### config.mk
export PLATFORM = sky130hd
export DESIGN_NAME = seg7_scan_driver
export DESIGN_NICKNAME = d
export VERILOG_FILES = /design/src/rtl/seg7_pkg.sv /design/src/rtl/seg7_hex_decode.sv /design/src/rtl/seg7_scan_driver.sv
export SDC_FILE = /design/constraint.sdc
export NUM_CORES = 1
export LEC_CHECK = 0
export ABC_AREA = 1
export CAP_MARGIN = 20
export CORE_MARGIN = 4
export CORE_UTILIZATION = 55
export CTS_BUF_LIST = sky130_fd_sc_hd__clkbuf_16
export CTS_CLUSTER_DIAMETER = 150
export DETAILED_ROUTE_END_ITERATION = 10
export HOLD_SLACK_MARGIN = 0.1
export MAX_ROUTING_LAYER = met4
export PLACE_DENSITY = 0.78
export SYNTH_ARGS = -nofsm -noshare
export SYNTH_HDL_FRONTEND = slang
export SYNTH_SLANG_ARGS = --single-unit
### constraint.sdc
create_clock -name clk -period 7.1 [get_ports clk]
set_input_delay 0.71 -clock clk [delete_from_list [all_inputs] [get_ports clk]]
set_output_delay 0.71 -clock clk [all_outputs]
set_load 0.02 [all_outputs]
### src/rtl/seg7_pkg.sv
// Shared constants and hex-to-segment lookup for the 7-segment scan driver.
// Latency: n/a (constants and pure function only).
// Backpressure: n/a.
package seg7_pkg;

    // Bit positions of each segment in a 7-bit pattern (bit0 = a ... bit6 = g).
    localparam int SEG_A = 0;
    localparam int SEG_B = 1;
    localparam int SEG_C = 2;
    localparam int SEG_D = 3;
    localparam int SEG_E = 4;
    localparam int SEG_F = 5;
    localparam int SEG_G = 6;

    // Active-high lit-segment patterns for hex digits 0..F.
    localparam logic [6:0] SEG_TABLE [16] = '{
        7'h3F,  // 0: abcdef
        7'h06,  // 1: bc
        7'h5B,  // 2: abdeg
        7'h4F,  // 3: abcdg
        7'h66,  // 4: bcfg
        7'h6D,  // 5: acdfg
        7'h7D,  // 6: acdefg
        7'h07,  // 7: abc
        7'h7F,  // 8: all
        7'h6F,  // 9: abcdfg
        7'h77,  // A: abcefg
        7'h7C,  // b: cdefg
        7'h39,  // C: adef
        7'h5E,  // d: bcdeg
        7'h79,  // E: adefg
        7'h71   // F: aefg
    };

    function automatic logic [6:0] hex_to_seg(input logic [3:0] hex);
        return SEG_TABLE[hex];
    endfunction

endpackage

### src/rtl/seg7_hex_decode.sv
// Combinational hex nibble to active-high 7-segment pattern.
// Latency: 0 cycles (pure combinational).
// Backpressure: none.
module seg7_hex_decode
    import seg7_pkg::*;
(
    input  logic [3:0] hex,
    output logic [6:0] seg
);

    // Table lookup; output polarity is handled by the caller.
    always_comb begin
        seg = hex_to_seg(hex);
    end

endmodule

### src/rtl/seg7_scan_driver.sv
// Time-multiplexed common-anode 7-seg driver: shadow/display latching, LZ blanking, ghost gap.
// Latency: outputs registered; load visible at next frame wrap (1 cycle if load hits the wrap tick).
// Backpressure: none; load is a strobe, the last load before a wrap wins.
module seg7_scan_driver
    import seg7_pkg::*;
#(
    parameter int NUM_DIGITS     = 4,
    parameter int CLK_DIV        = 100000,
    parameter int GHOST_CYC      = 2,
    parameter int ACTIVE_LOW_SEG = 1,
    parameter int ACTIVE_LOW_AN  = 1,
    parameter int LZ_BLANK       = 1
) (
    input  logic                    clk,
    input  logic                    rst_n,
    input  logic                    load,
    input  logic [4*NUM_DIGITS-1:0] value,
    input  logic [NUM_DIGITS-1:0]   dp_in,
    input  logic [NUM_DIGITS-1:0]   blank_in,
    output logic [6:0]              seg,
    output logic                    dp,
    output logic [NUM_DIGITS-1:0]   an,
    output logic                    frame_done
);

    localparam int IDX_W = (NUM_DIGITS > 1) ? $clog2(NUM_DIGITS) : 1;
    localparam int PS_W  = (CLK_DIV > 1) ? $clog2(CLK_DIV) : 1;

    // Inactive levels double as XOR masks that convert active-high to pin polarity.
    localparam logic [6:0]            SEG_OFF = (ACTIVE_LOW_SEG != 0) ? 7'h7F : 7'h00;
    localparam logic                  DP_OFF  = (ACTIVE_LOW_SEG != 0);
    localparam logic [NUM_DIGITS-1:0] AN_OFF  = (ACTIVE_LOW_AN != 0) ? '1 : '0;

    logic [PS_W-1:0]           presc, presc_nxt;
    logic [IDX_W-1:0]          idx, idx_nxt;
    logic                      tick, wrap;
    logic                      pending;
    logic [4*NUM_DIGITS-1:0]   sh_val, disp_val, disp_val_nxt;
    logic [NUM_DIGITS-1:0]     sh_dp, disp_dp, disp_dp_nxt;
    logic [NUM_DIGITS-1:0]     sh_blank, disp_blank, disp_blank_nxt;

    logic [3:0]                nibble;
    logic                      dig_dp, dig_blank, upper_zero, lz_dark;
    logic [6:0]                seg_pat, seg_hi;
    logic                      dp_hi;
    logic [NUM_DIGITS-1:0]     an_hi;

    // Scan timing and frame-synchronous display transfer; a load on the wrap tick bypasses the shadow.
    always_comb begin
        tick           = (presc == PS_W'(CLK_DIV - 1));
        wrap           = tick && (idx == IDX_W'(NUM_DIGITS - 1));
        presc_nxt      = tick ? '0 : presc + 1'b1;
        idx_nxt        = idx;
        disp_val_nxt   = disp_val;
        disp_dp_nxt    = disp_dp;
        disp_blank_nxt = disp_blank;
        if (tick) begin
            idx_nxt = wrap ? '0 : idx + 1'b1;
        end
        if (wrap && load) begin
            disp_val_nxt   = value;
            disp_dp_nxt    = dp_in;
            disp_blank_nxt = blank_in;
        end else if (wrap && pending) begin
            disp_val_nxt   = sh_val;
            disp_dp_nxt    = sh_dp;
            disp_blank_nxt = sh_blank;
        end
    end

    // Select the digit entering the next cycle and decide blanking and anode gating for it.
    always_comb begin
        nibble     = '0;
        dig_dp     = 1'b0;
        dig_blank  = 1'b0;
        upper_zero = 1'b1;
        an_hi      = '0;
        for (int i = 0; i < NUM_DIGITS; i++) begin
            if (IDX_W'(i) == idx_nxt) begin
                nibble    = disp_val_nxt[4*i +: 4];
                dig_dp    = disp_dp_nxt[i];
                dig_blank = disp_blank_nxt[i];
                an_hi[i]  = 1'b1;
            end
            if (i >= int'(idx_nxt) && disp_val_nxt[4*i +: 4] != 4'h0) begin
                upper_zero = 1'b0;
            end
        end
        // Digit 0 always shows, so a zero value still reads "0".
        lz_dark = (LZ_BLANK != 0) && (idx_nxt != '0) && upper_zero;
        seg_hi  = (dig_blank || lz_dark) ? 7'h00 : seg_pat;
        // Decimal point follows only the explicit blank, not leading-zero suppression.
        dp_hi   = dig_dp && !dig_blank;
        if (int'(presc_nxt) < GHOST_CYC) begin
            an_hi = '0;
        end
    end

    seg7_hex_decode u_decode (
        .hex (nibble),
        .seg (seg_pat)
    );

    // Scan counters, shadow/display registers and pending flag.
    always_ff @(posedge clk or negedge rst_n) begin
        if (!rst_n) begin
            presc      <= '0;
            idx        <= '0;
            pending    <= 1'b0;
            sh_val     <= '0;
            sh_dp      <= '0;
            sh_blank   <= '0;
            disp_val   <= '0;
            disp_dp    <= '0;
            disp_blank <= '0;
        end else begin
            presc      <= presc_nxt;
            idx        <= idx_nxt;
            disp_val   <= disp_val_nxt;
            disp_dp    <= disp_dp_nxt;
            disp_blank <= disp_blank_nxt;
            pending    <= wrap ? 1'b0 : (pending | load);
            if (load) begin
                sh_val   <= value;
                sh_dp    <= dp_in;
                sh_blank <= blank_in;
            end
        end
    end

    // Registered pin outputs, converted to the configured polarity.
    always_ff @(posedge clk or negedge rst_n) begin
        if (!rst_n) begin
            seg        <= SEG_OFF;
            dp         <= DP_OFF;
            an         <= AN_OFF;
            frame_done <= 1'b0;
        end else begin
            seg        <= seg_hi ^ SEG_OFF;
            dp         <= dp_hi ^ DP_OFF;
            an         <= an_hi ^ AN_OFF;
            frame_done <= wrap;
        end
    end

endmodule

======== Word level (Yosys, flattened, before mapping) ========
Memories as Yosys holds them, arrays and structs flattened.
Index checks and enable logic that the tools add are counted.
cells by class
  add/subtract/negate cells ............... 2
  multipliers ............................. 0
  divide/modulo/power cells ............... 0
  $lt $le $gt $ge ......................... 5
  equal/unequal tests ..................... 5
  shift-type cells ........................ 0
  muxes and demuxes ....................... 34
  bitwise gates (word level) .............. 5
  reduce and logical (&&, ||, !) cells .... 16
operators by type and width
  kind                     number
  $mux W4                  9
  $mux W16                 2
  $mux W7                  3
  $add A17 B1 Y17 const B  1
  $eq A17 B17 Y1 const B   1
  $lt A17 B2 Y1 const B    1
  $mux W1                  17
  $mux W17                 1
  $reduce_bool A4 Y1       4
  $logic_and A1 B1 Y1      8
  $not A7 Y7               1
  $ge A5 B5 Y1 const B     1
  $not A4 Y5               1
  $eq A2 B2 Y1 const A     2
  $ge A1 B2 Y1 const A     2
  $mux W2                  2
  $not A4 Y4               1
  $add A2 B1 Y2 const B    1
  $eq A1 B2 Y1 const A     1
  $eq A2 B2 Y1 const B     1
  $ge A2 B2 Y1 const A     1
  $logic_not A2 Y1         1
  $reduce_bool A2 Y1       1
  $logic_not A1 Y1         1
  3 further kinds          3
word-level totals
  register bits ........................... 81
  latch bits .............................. 0
  RAM bits ................................ 0
  memory bits (read-only) ................. 112
  input bits .............................. 27
  output and inout port bits .............. 13
  memories kept ........................... 1
memory list
  memory            depth  width  read ports  clocked after Yosys merged registers in  write ports  line            source
  (name not given)  16     7      1           0                                        0            seg7_pkg.sv:36  return SEG_TABLE[hex];

======== Logic depth before layout (Yosys ltp) ========
Gate-level depths: netlist of the first run.
  depth in word-level cells ............... 15
  mapped depth ............................ 20

======== By module ========
From an unflattened synthesis of the first run, not the netlist that was laid out.
second synthesis, totals
  cell total of the unflattened synthesis .. 542
  area, all modules ....................... 4,312.9 sq um
modules (own cells, without submodules)
  module            instances  cells each  area an instance (sq um)  sequential area each (sq um)
  seg7_scan_driver  1          490         4,042.6                   2,042.0
  seg7_hex_decode   1          52          270.3                     0.0

======== Least setup slack after synthesis of the first run ========
Ideal clock, no wire load.
  path type ............................... flip-flop to flip-flop
  from .................................... reg presc[0]
  to ...................................... reg seg[3]
  arrival ................................. 2.407 ns
  required time ........................... 7.023 ns
  path slack .............................. 4.617 ns
  cell stages (with the launch flop) ...... 17
  path buffers ............................ 0
  clock period less this slack ............ 2.483 ns
  cells stage by stage .................... dfrtp_1 -> ha_1 -> nand3_4 -> clkinv_4 -> nand3_4 -> nor2_8 -> o21ai_1 -> nor2_2 -> inv_1 -> nor2_1 -> nor2_2 -> inv_1 -> ha_1 -> nand2_1 -> nand3_1 -> nand2_1 -> nand2_1
on the way
  word-level cells in the longest chain between the ends .. 15
RTL lines
  element                                                               line                                            source
  from (decl)                                                           seg7_scan_driver.sv:34                          logic [PS_W-1:0] presc, presc_nxt;
  from (signal assigned)                                                seg7_scan_driver.sv:117                         presc <= presc_nxt;
  $eq A17 B17 Y1 *                                                      seg7_scan_driver.sv:50                          tick = (presc == PS_W'(CLK_DIV - 1));
  $logic_and A1 B1 Y1                                                   seg7_scan_driver.sv:51                          wrap = tick && (idx == IDX_W'(NUM_DIGITS - 1));
  $mux W2 or $logic_and A1 B1 Y1 (tied branches)                        seg7_scan_driver.sv:58, seg7_scan_driver.sv:64
  $mux W2 or $mux W16 (tied branches)                                   seg7_scan_driver.sv:57, seg7_scan_driver.sv:64
  $logic_not A2 Y1 or $mux W16 (tied branches)                          seg7_scan_driver.sv:79, seg7_scan_driver.sv:60
  $mux W4 or $reduce_bool A4 Y1 (tied branches)                         seg7_scan_driver.sv:79, seg7_scan_driver.sv:85
  $mux W4 or $logic_and A1 B1 Y1 (tied branches)                        seg7_scan_driver.sv:79, seg7_scan_driver.sv:85
  $mux W4 or $mux W1 (tied branches) (2 in series)                      seg7_scan_driver.sv:79, seg7_scan_driver.sv:85
  $not A4 Y5 (not written as such) or $mux W1 (tied branches)           seg7_pkg.sv:36, seg7_scan_driver.sv:85
  $mem_v2 Z16 W7 or $mux W1 (tied branches)                             -
  $mux W7 (not written as such) or $logic_and A1 B1 Y1 (tied branches)  seg7_pkg.sv:36, seg7_scan_driver.sv:90
  $mux W7 (not written as such) or $logic_or A1 B1 Y1 (tied branches)   seg7_pkg.sv:36, seg7_scan_driver.sv:91
  $mux W7 *                                                             seg7_scan_driver.sv:91                          seg_hi = (dig_blank || lz_dark) ? 7'h00 : seg_pat;
  $not A7 Y7 (no line) *                                                -
  to (signal assigned)                                                  seg7_scan_driver.sv:139                         seg <= seg_hi ^ SEG_OFF;
  to (decl)                                                             seg7_scan_driver.sv:20                          output logic [6:0] seg,
Mark *: on every way between the ends. The rest lies on a longest branch, timed or not. The select of a mux whose other input is x is not followed.
A chain may end at the register's enable or synchronous reset.

======== Worst setup path in the final report of the first run ========
  from .................................... in load
  to ...................................... reg seg[3]
on the way
  word-level cells in the longest chain between the ends .. 12
RTL lines
  element                                                               line                                            source
  from (decl)                                                           seg7_scan_driver.sv:16                          input logic load,
  $logic_and A1 B1 Y1 *                                                 seg7_scan_driver.sv:60                          if (wrap && load) begin
  $mux W16                                                              seg7_scan_driver.sv:60
  $mux W4 or $reduce_bool A4 Y1 (tied branches)                         seg7_scan_driver.sv:79, seg7_scan_driver.sv:85
  $mux W4 or $logic_and A1 B1 Y1 (tied branches)                        seg7_scan_driver.sv:79, seg7_scan_driver.sv:85
  $mux W4 or $mux W1 (tied branches) (2 in series)                      seg7_scan_driver.sv:79, seg7_scan_driver.sv:85
  $not A4 Y5 (not written as such) or $mux W1 (tied branches)           seg7_pkg.sv:36, seg7_scan_driver.sv:85
  $mem_v2 Z16 W7 or $mux W1 (tied branches)                             -
  $mux W7 (not written as such) or $logic_and A1 B1 Y1 (tied branches)  seg7_pkg.sv:36, seg7_scan_driver.sv:90
  $mux W7 (not written as such) or $logic_or A1 B1 Y1 (tied branches)   seg7_pkg.sv:36, seg7_scan_driver.sv:91
  $mux W7 *                                                             seg7_scan_driver.sv:91
  $not A7 Y7 (no line) *                                                -
Marked as above.

==> results of run 1 <==
metrics by stage:
step / utilization, % / setup WS (ns) / hold WS [ns]
2_1_floorplan: - / 4.617 / 0.4144
3_3_place_gp: 63.17 / 3.619 / 0.4484
6_report: 67.16 / 3.820 / 0.3361
5_1_grt: 67.16 / 3.472 / 0.3764
4_1_cts: 66.91 / 3.830 / 0.4761
3_5_place_dp: 63.17 / 3.538 / 0.4660
kinds of logic (layout without fill, tap and decap cells):
logic type | count (synthesis) | count (layout) | synth area share [%]
xor gates and xnor gates | 5 | 5 | 0.9596
adders and majority gates | 9 | 9 | 2.468
AOI/OAI and AO/OA | 65 | 65 | 8.610
buffers and inverters | 104 | 145 | 9.624
and+or+nand+nor | 308 | 308 | 33.59
DFF | 81 | 81 | 44.75
routing by layer:
layer | global-route usage, % | part of all wire (%) | routed length [um]
met1 | 28.42 | 43 | 4340
met2 | 36.67 | 49 | 4999
met3 | 2.831 | 5.9 | 600
met4 | 8.929 | 1.8 | 179
met5 | - | 0 | 0
registers in the layout, summed over array words and instances, names as in the netlist, 2 cells and up:
signal	flops
presc	17
sh_blank	4
disp_blank	4
disp_dp	4
sh_val	16
seg	7
an	4
disp_val	16
sh_dp	4
idx	2
worst register-to-register path: cells and delay by family (launching register included):
kind,cells,cell delay (ns)
buf+inv,2,0.44
fa+ha+maj,2,0.89
flops,1,0.40
simple gates,11,1.48
layout make-up:
type	count	area (um2)
clock buffers	9	225.2
clock inverters	7	70.07
fillers	646	2590
inverters	88	335.3
multi-input cells	387	2082
flip-flops and latches	81	2042
well taps	102	127.6
repair buffers	41	415.4
layout by cell type (no fill, tap or decap), types with 2 or more instances in the layout:
master           instances
nor2_1                  41
o22ai_1                  2
buf_4                    2
nand3_2                 12
o21ai_4                  2
nand2_2                  5
clkbuf_16                9
a21oi_2                  3
clkdlybuf4s50_1         38
o21ai_0                 29
dfrtp_1                 69
clkinvlp_4               2
nand3_4                  3
clkinv_1                 3
inv_2                    9
and2_1                   4
nand4_1                 13
xor2_1                   4
a21oi_1                 12
inv_1                   77
nand3_1                 31
nand2_1                166
ha_1                     9
nor3_1                   5
clkinv_4                 2
nor2_2                  11
o21ai_1                  9
or2_2                    2
nand2_4                  3
dfstp_2                 12
nor2_4                   8
o211ai_2                 2
o211ai_1                 3
final timing paths:
path	from	endpoint	slack, ns	depth (start not counted)
worst min register to register	presc[0]	presc[0]	0.48	1
max in group asynchronous	rst_n	seg[6]	6.09	2
worst max register to register	idx[0]	seg[5]	3.83	15
worst max-delay path	load	seg[3]	3.82	16
min in group clk	presc[0]	presc[0]	0.48	1
worst min-delay path	rst_n	presc[3]	0.34	1
power groups by stage:
stage               clock, mW  combinational, mW  sequential (mW)
global placement            0             0.0640            0.489
floorplan                   0             0.0331            0.488
global route            0.491             0.0763            0.483
CTS                     0.467             0.0661            0.482
finish                  0.463             0.0669            0.482
detailed placement          0             0.0658            0.490
==> results.sh, run 1 <==
export IMPL_syn_avg_cell_area_um2=7.977
export IMPL_cpMostUsedCell="nand2_1"
export IMPL_postCtsHoldBufs=0
export IMPL_drt_pass1_iterations=5
export IMPL_rows=32
export IMPL_crit_buf_inv=4
export IMPL_finalSetupTns_ns=0
export IMPL_synth_seq_cells=81
export IMPL_cts_resized=0
export IMPL_htreeDepth=3
export IMPL_synthDominantCellAreaShare_pct=37.84
export IMPL_switching_share_pct=23.45
export IMPL_ys_warn_count=0
export IMPL_cts_setup_buffers=0
export IMPL_grt_pass1_vias=3768
export IMPL_cp_required_ns=7.37
export IMPL_area_growth_pct=16.10
export IMPL_grt_max_degree=82
export IMPL_via_count=3789
export IMPL_dp_cells=698
export IMPL_cts_root_buf="clkbuf_16"
export IMPL_synth_yosys_seq_area_share_pct=44.75
export IMPL_gp_congestion=0.9204
export IMPL_critPathMaxStageDelay_ns=0.45
export IMPL_start_kind="input pin"
export IMPL_timing_final_max_slew_violations=0
export IMPL_cts_made_buffers=9
export IMPL_intPower_mw=0.7747
export IMPL_clock_fmax_ghz=0.3049
export IMPL_clkSinkCount=81
export IMPL_synth_edf_count=0
export IMPL_core_area_mm2=0.007888
export IMPL_grt_util_all_layers_pct=22.46
export IMPL_cts_buffer_depth=2
export IMPL_io_buffers=39
export IMPL_fin_crit_sh_pct=46.19
export IMPL_drc=0
export IMPL_synth_cell_types=41
export IMPL_crit_family="simple AND/OR/NAND/NOR gates"
export IMPL_critPathCaptureType="register"
export IMPL_ys_top_cells_by_count="nand2_1 (166), inv_1 (77), dfrtp_1 (69)"
export IMPL_slew_headroom_pct=54.52
export IMPL_fp_dieH_um=99.09
export IMPL_synthTopCellsByArea="dfrtp_1 (38%), nand2_1 (14%), dfstp_2 (6.9%), inv_1 (6.3%), nand3_1 (3.4%)"
export IMPL_p_comb_share_pct=6.6
export IMPL_synth_largest_area_cell="dfrtp_1"
export IMPL_syn_nets=608
export IMPL_power_leakage_nw=2.595
export IMPL_cts_tree="done"
export IMPL_worstMarginPinSlew_ns=0.6822
export IMPL_syn_area_mm2=0.004563
export IMPL_grt_ovfl_total=0
export IMPL_postSynth_asyncResetShare_pct=100.0
export IMPL_totalPowerFinal_mw=1.012
export IMPL_antenna_found_initial=0
export IMPL_dieArea_mm2=0.009818
export IMPL_place_hpwl_mm=7.116
export IMPL_post_dp_cell_area_mm2=0.004982
export IMPL_rsz0062_at_grt="false"
export IMPL_grt_pass1_wl_mm=17.25
export IMPL_clkLatencyLatePin_ns=0.34
export IMPL_fin_crit_ns=3.280
export IMPL_worstHoldPathType="input pin to asynchronous set/reset pin"
export IMPL_p_clk_share_pct=45.8
export IMPL_ios=40
export IMPL_setup_viol=0
export IMPL_max_cap_violations=0
export IMPL_clk_pin_slew_ns=0.06
export IMPL_wire_per_inst_um=14.15
export IMPL_die_w_um=99.09
export IMPL_stdcell_area_mm2=0.005298
export IMPL_path_max_fanout=38
export IMPL_powerDensity_mw_per_mm2=191.0
export IMPL_wirelength_mm=10.12
export IMPL_drt_vias_per_instance=5.299
export IMPL_p_sw_mw=0.2373
export IMPL_fin_skew_ns=0.005618
export IMPL_initial_core_util_pct=57.85
export IMPL_path_cells="clkdlybuf4s50_1, buf_4, inv_1, nor2_4, nand2_1, nand2_1, nand2_1, nand3_1, nor2_1, nor2_2, inv_1, ha_1, nand2_1, nand3_1, nand2_1, nand2_1"
export IMPL_antenna_cells=0
export IMPL_nNetsFinal=644
export IMPL_final_antenna_net_count=0
export IMPL_drt_iter0_drc=299
export IMPL_critPathArrivalTime_ns=3.55
export IMPL_vdd_drop_max_mv=0.1200
export IMPL_slowest_stage="clkdlybuf4s50_1"
export IMPL_syn_inst=572
export IMPL_outcome="complete, no violations"
export IMPL_synth_most_common_cell="nand2_1"
export IMPL_seqPwrFrac_pct=47.6
export IMPL_synth_flop_cell="dfrtp_1"
export IMPL_crit_type="input pin to register"
export IMPL_hold_viol=0
export IMPL_drive_above_1_share_pct=15.17
export IMPL_layoutNonFillerInstCount=715
Power figures use the tool's default switching activity.
==> inputs of run 2 (changes only) <==
==> constraint.sdc (replaced) <==
create_clock -name clk -period 3.4 [get_ports clk]
set_input_delay 0.34 -clock clk [delete_from_list [all_inputs] [get_ports clk]]
set_output_delay 0.34 -clock clk [all_outputs]
set_load 0.02 [all_outputs]
==> run 2 against run 1 <==
Compared with the run above: clock-buffer cell count unchanged; wire length up 2.2%; utilization up 0.63 points; final cell count up 0.84%; largest cell class unchanged.
==> results.sh, run 2 (same netlist as run 1, synthesis figures left out) <==
export IMPL_crit_type="register to register"
export IMPL_rows=32
export IMPL_rsz0062_at_grt="false"
export IMPL_slew_headroom_pct=53.30
export IMPL_htreeDepth=3
export IMPL_setup_viol=0
export IMPL_max_cap_violations=0
export IMPL_antenna_cells=0
export IMPL_nNetsFinal=650
export IMPL_finalSetupTns_ns=0
export IMPL_clkSinkCount=81
export IMPL_cts_root_buf="clkbuf_16"
export IMPL_wirelength_mm=10.34
export IMPL_drt_pass1_iterations=5
export IMPL_critPathMaxStageDelay_ns=0.63
export IMPL_wire_per_inst_um=14.34
export IMPL_hold_viol=0
export IMPL_seqPwrFrac_pct=47.9
export IMPL_p_sw_mw=0.4864
export IMPL_cts_tree="done"
export IMPL_clock_fmax_ghz=0.3237
export IMPL_dieArea_mm2=0.009818
export IMPL_final_antenna_net_count=0
export IMPL_largest_reg_flops=17
export IMPL_crit_family="simple AND/OR/NAND/NOR gates"
export IMPL_worstHoldPathType="input pin to asynchronous set/reset pin"
export IMPL_antenna_found_initial=0
export IMPL_fp_dieH_um=99.09
export IMPL_cts_buffer_depth=2
export IMPL_path_cells="ha_1, inv_1, nor2_4, nand2_4, or2_2, nand3_1, nand2_1, nor2_2, inv_1, ha_1, nand2_1, nand2_1, nand2_1, nand3_2"
export IMPL_initial_core_util_pct=57.85
export IMPL_gp_congestion=1.015
export IMPL_powerDensity_mw_per_mm2=393.0
export IMPL_fin_crit_ns=3.089
export IMPL_rr_worst_depth=14
export IMPL_cts_setup_buffers=0
export IMPL_power_leakage_nw=2.641
export IMPL_largestRegisters="presc x17, disp_val x16, sh_val x16"
export IMPL_rr_endpoint="seg[0]"
export IMPL_worstMarginPinSlew_ns=0.7004
export IMPL_cts_made_buffers=9
export IMPL_switching_share_pct=23.14
export IMPL_fin_skew_ns=0.007839
export IMPL_path_max_fanout=17
export IMPL_clk_pin_slew_ns=0.06
export IMPL_critPathCaptureType="register"
export IMPL_fin_crit_sh_pct=90.87
export IMPL_final_cell_mix="nand2_1 (166), inv_1 (79), dfrtp_1 (69)"
export IMPL_critPathArrivalTime_ns=3.36
export IMPL_start_kind="register"
export IMPL_critPathLaunch="idx[0]"
export IMPL_clkLatencyLatePin_ns=0.34
export IMPL_core_area_mm2=0.007888
export IMPL_fillCellCount=649
export IMPL_cts_resized=0
export IMPL_cp_required_ns=3.67
export IMPL_grt_util_all_layers_pct=22.78
export IMPL_vdd_drop_max_mv=0.2804
export IMPL_totalPowerFinal_mw=2.102
export IMPL_p_clk_share_pct=45.4
export IMPL_drive_above_1_share_pct=15.83
export IMPL_outcome="complete, no violations"
export IMPL_grt_ovfl_total=0
export IMPL_regMostFlops="presc"
export IMPL_grt_max_degree=82
export IMPL_area_growth_pct=17.19
export IMPL_ios=40
export IMPL_die_w_um=99.09
export IMPL_grt_pass1_wl_mm=17.45
export IMPL_rrSetupSlack_ns=0.31
export IMPL_p_comb_share_pct=6.7
export IMPL_drt_vias_per_instance=5.363
export IMPL_grt_pass1_vias=3759
export IMPL_timing_final_max_slew_violations=0
export IMPL_slowest_stage="ha_1"
export IMPL_drc=0
export IMPL_io_buffers=39
export IMPL_place_hpwl_mm=7.389
export IMPL_intPower_mw=1.615
export IMPL_r2r_start="idx[0]"
export IMPL_drt_iter0_drc=338
export IMPL_cpMostUsedCell="nand2_1"
export IMPL_postCtsHoldBufs=0
export IMPL_crit_buf_inv=2
export IMPL_final_common_cell="nand2_1"
export IMPL_via_count=3867
[run 2: layer usage]
| layer | up-vias | GRT usage, % | wire length, um |
|---|---|---|---|
| met2 | 116 | 35.18 | 4975 |
| met5 | - | - | 0 |
| met4 | 0 | 10.50 | 257 |
| met3 | 28 | 4.812 | 584 |
| met1 | 1837 | 28.72 | 4521 |
| li1 | 1886 | - | - |
[run 2: worst max path at each step]
stage	endpoint	slack (ns)	depth (start not counted)
4_1_cts	seg[0]	0.32	14
2_1_floorplan	seg[3]	0.92	16
3_5_place_dp	seg[0]	0.37	14
3_3_place_gp	seg[0]	0.42	14
5_1_grt	seg[5]	0.002	14
6_report	seg[0]	0.31	14
[run 2: area by class of cell]
class	count	area [um2]	area share [%]
inverters	88	335.3	6.270
repair buffers	47	470.5	8.797
well taps	102	127.6	2.387
multi-input cells	387	2082	38.93
clock buffers	9	225.2	4.212
flip-flops and latches	81	2042	38.18
clock inverters	7	65.06	1.217
[run 2: power groups by stage]
| stage | Clock (mW) | Combinational (mW) | Sequential, mW |
|---|---|---|---|
| 2_1_floorplan | 0 | 0.0690 | 1.02 |
| 3_3_place_gp | 0 | 0.134 | 1.02 |
| 3_5_place_dp | 0 | 0.137 | 1.02 |
| 4_1_cts | 0.970 | 0.138 | 1.01 |
| 5_1_grt | 1.02 | 0.161 | 1.01 |
| 6_report | 0.954 | 0.142 | 1.01 |
[run 2: worst reg2reg max path: stages (launching register included)]
cell	delay (ns)
dfrtp_1	0.40
ha_1	0.63
inv_1	0.17
nor2_4	0.21
nand2_4	0.17
or2_2	0.33
nand3_1	0.08
nand2_1	0.06
nor2_2	0.24
inv_1	0.14
ha_1	0.27
nand2_1	0.12
nand2_1	0.07
nand2_1	0.07
nand3_2	0.07
[run 2: per-stage QoR]
stage	setup slack, ns	cell area, um2	utilization [%]	std cells	hold WS, ns
floorplan	0.9165	4563	-	572	0.04441
global placement	0.4216	5020	63.64	703	0.4429
detailed placement	0.3667	5020	63.64	703	0.4591
CTS	0.3187	5310	67.32	719	0.2189
global route	0.002430	5348	67.80	721	0.3885
finish	0.3106	5348	67.80	721	0.3609
==> inputs of run 3 (changes only) <==
--- a/config.mk
+++ b/config.mk
@@ -7,7 +7,6 @@
 export LEC_CHECK = 0
 export ABC_AREA = 1
 export CAP_MARGIN = 20
-export CORE_MARGIN = 4
 export CORE_UTILIZATION = 55
 export CTS_BUF_LIST = sky130_fd_sc_hd__clkbuf_16
 export CTS_CLUSTER_DIAMETER = 150
==> run 3 against run 2 <==
Compared with the run above: critical endpoint is now seg[4]; sequential cell count is the same; utilization grew 0.57 points; worst setup slack lost 0.017 ns; clock-buffer cell count is the same; die area shrank 12%; largest cell class unchanged; sequential power is essentially flat; via count shrank 1.3%; register-to-register slack lost 0.02 ns; clock skew shrank 0.0015 ns; combinational power is essentially flat; final cell count is the same.
==> results.sh, run 3 (same netlist as run 1, synthesis figures left out) <==
export IMPL_clkSinkCount=81
export IMPL_dp_cells=703
export IMPL_path_max_fanout=17
export IMPL_grt_pass1_wl_mm=17.23
export IMPL_critPathArrivalTime_ns=3.37
export IMPL_drt_iter0_drc=202
export IMPL_top_layer="met4"
export IMPL_wl_met3_um=457
export IMPL_power_leakage_nw=2.653
export IMPL_max_cap_violations=0
export IMPL_cts_setup_buffers=0
export IMPL_worstMarginPinSlew_ns=0.7427
export IMPL_drive_above_1_share_pct=15.83
export IMPL_path_cells="ha_1, inv_1, nor2_4, nand2_4, or2_2, nand3_1, nand2_1, nor2_2, inv_1, ha_1, nand2_2, nor2_1, nor2_1, nand2_1"
export IMPL_final_cell_mix="nand2_1 (166), inv_1 (78), dfrtp_1 (69)"
export IMPL_final_antenna_net_count=0
export IMPL_place_hpwl_mm=7.255
export IMPL_grt_util_all_layers_pct=26.73
export IMPL_ios=40
export IMPL_slew_headroom_pct=50.49
export IMPL_area_growth_pct=18.18
export IMPL_wire_per_inst_um=14.32
export IMPL_initial_core_util_pct=57.85
export IMPL_via_count=3818
export IMPL_cts_root_buf="clkbuf_16"
export IMPL_cts_made_buffers=9
export IMPL_timing_final_max_slew_violations=0
export IMPL_dieArea_mm2=0.008665
export IMPL_io_buffers=39
export IMPL_fin_skew_ns=0.006317
export IMPL_critPathCaptureType="register"
export IMPL_outcome="complete, no violations"
export IMPL_antenna_cells=0
export IMPL_fin_crit_ns=3.107
export IMPL_fin_crit_sh_pct=91.37
export IMPL_finalSetupTns_ns=0
export IMPL_powerDensity_mw_per_mm2=415.0
export IMPL_fp_dieH_um=93.09
export IMPL_slowest_stage="ha_1"
export IMPL_regMostFlops="presc"
export IMPL_die_w_um=93.09
export IMPL_final_common_cell="nand2_1"
export IMPL_grt_max_degree=82
export IMPL_holdWs_ns=0.3737
export IMPL_postCtsHoldBufs=0
export IMPL_crit_type="register to register"
export IMPL_drc=0
export IMPL_setup_viol=0
export IMPL_clkLatencyLatePin_ns=0.34
export IMPL_vdd_drop_max_mv=0.2671
export IMPL_start_kind="register"
export IMPL_cts_tree="done"
export IMPL_rsz0062_at_grt="false"
export IMPL_wirelength_mm=10.33
export IMPL_r2r_start="idx[0]"
export IMPL_hold_viol=0
export IMPL_worstHoldPathType="input pin to asynchronous set/reset pin"
export IMPL_layoutNonFillerInstCount=721
export IMPL_grt_pass1_vias=3721
export IMPL_critPathLaunch="idx[0]"
export IMPL_cp_required_ns=3.66
export IMPL_critPathMaxStageDelay_ns=0.66
export IMPL_crit_buf_inv=2
export IMPL_cts_resized=0
export IMPL_wl_met1_mm=4.452
export IMPL_cts_buffer_depth=2
export IMPL_route_met2_wl_mm=5.273
export IMPL_grt_ovfl_total=0
export IMPL_core_area_mm2=0.007888
export IMPL_crit_family="simple AND/OR/NAND/NOR gates"
export IMPL_final_core_util_pct=68.37
export IMPL_largest_reg_flops=17
export IMPL_antenna_found_initial=0
export IMPL_largestRegisters="presc x17, disp_val x16, sh_val x16"
export IMPL_drt_vias_per_instance=5.295
export IMPL_drt_pass1_iterations=5
export IMPL_clock_fmax_ghz=0.3219
export IMPL_clk_pin_slew_ns=0.06
export IMPL_htreeDepth=3
export IMPL_rrSetupSlack_ns=0.29
export IMPL_nNetsFinal=650
export IMPL_rows=32
export IMPL_gp_congestion=0.9084
## run 3: cell count changes in the layout (fill, tap and decap cells not counted), sizes merged
cell,change
clkinvlp,+1
bufinv,+2
inv,-1
clkinv,-2
## run 3: worst paths after layout
kind / to / cells after the start
setup / recovery: seg[4] / 14
hold / removal: presc[4] / 2
setup reg to reg: seg[4] / 14
hold reg to reg: presc[0] / 1
max in group asynchronous: dp / 3
min in group clk: presc[0] / 1
## run 3: cell type report
type	instances	area, um2
Timing Repair Buffer	47	470.5
Tap cell	102	127.6
Multi-Input combinational cell	387	2082
Fill cell	643	2495
Clock inverter	7	110.1
Sequential cell	81	2042
Clock buffer	9	225.2
Inverter	88	335.3
## run 3: per-layer routing
| layer | track usage [%] | vias up |
|---|---|---|
| li1 | - | 1878 |
| met1 | 33.78 | 1826 |
| met2 | 43.57 | 97 |
| met3 | 4.553 | 17 |
| met4 | 9.487 | 0 |
| met5 | - | - |
## run 3: metrics by stage
stage          setup WS (ns)  total power [mW]  area (um2)
2_1_floorplan         0.9165             1.089        4563
3_3_place_gp          0.4619             1.157        5020
3_5_place_dp          0.3948             1.159        5020
4_1_cts               0.3180             2.250        5355
5_1_grt              0.01055             2.318        5393
6_report              0.2933             2.238        5393
## run 3: worst reg2reg max path, stage by stage, from the launching register on
cell and delay, ns:
dfrtp_1 0.41, ha_1 0.66, inv_1 0.17, nor2_4 0.21, nand2_4 0.17, or2_2 0.37, nand3_1 0.10, nand2_1 0.06
nor2_2 0.21, inv_1 0.13, ha_1 0.25, nand2_2 0.09, nor2_1 0.04, nor2_1 0.09, nand2_1 0.07
## run 3: power breakdown
part	total [mW]	internal, mW	switching [mW]	leakage, nW
clock network	1.09	0.711	0.380	0.164
logic	0.141	0.0573	0.0834	1.53
registers	1.01	0.995	0.0113	0.961
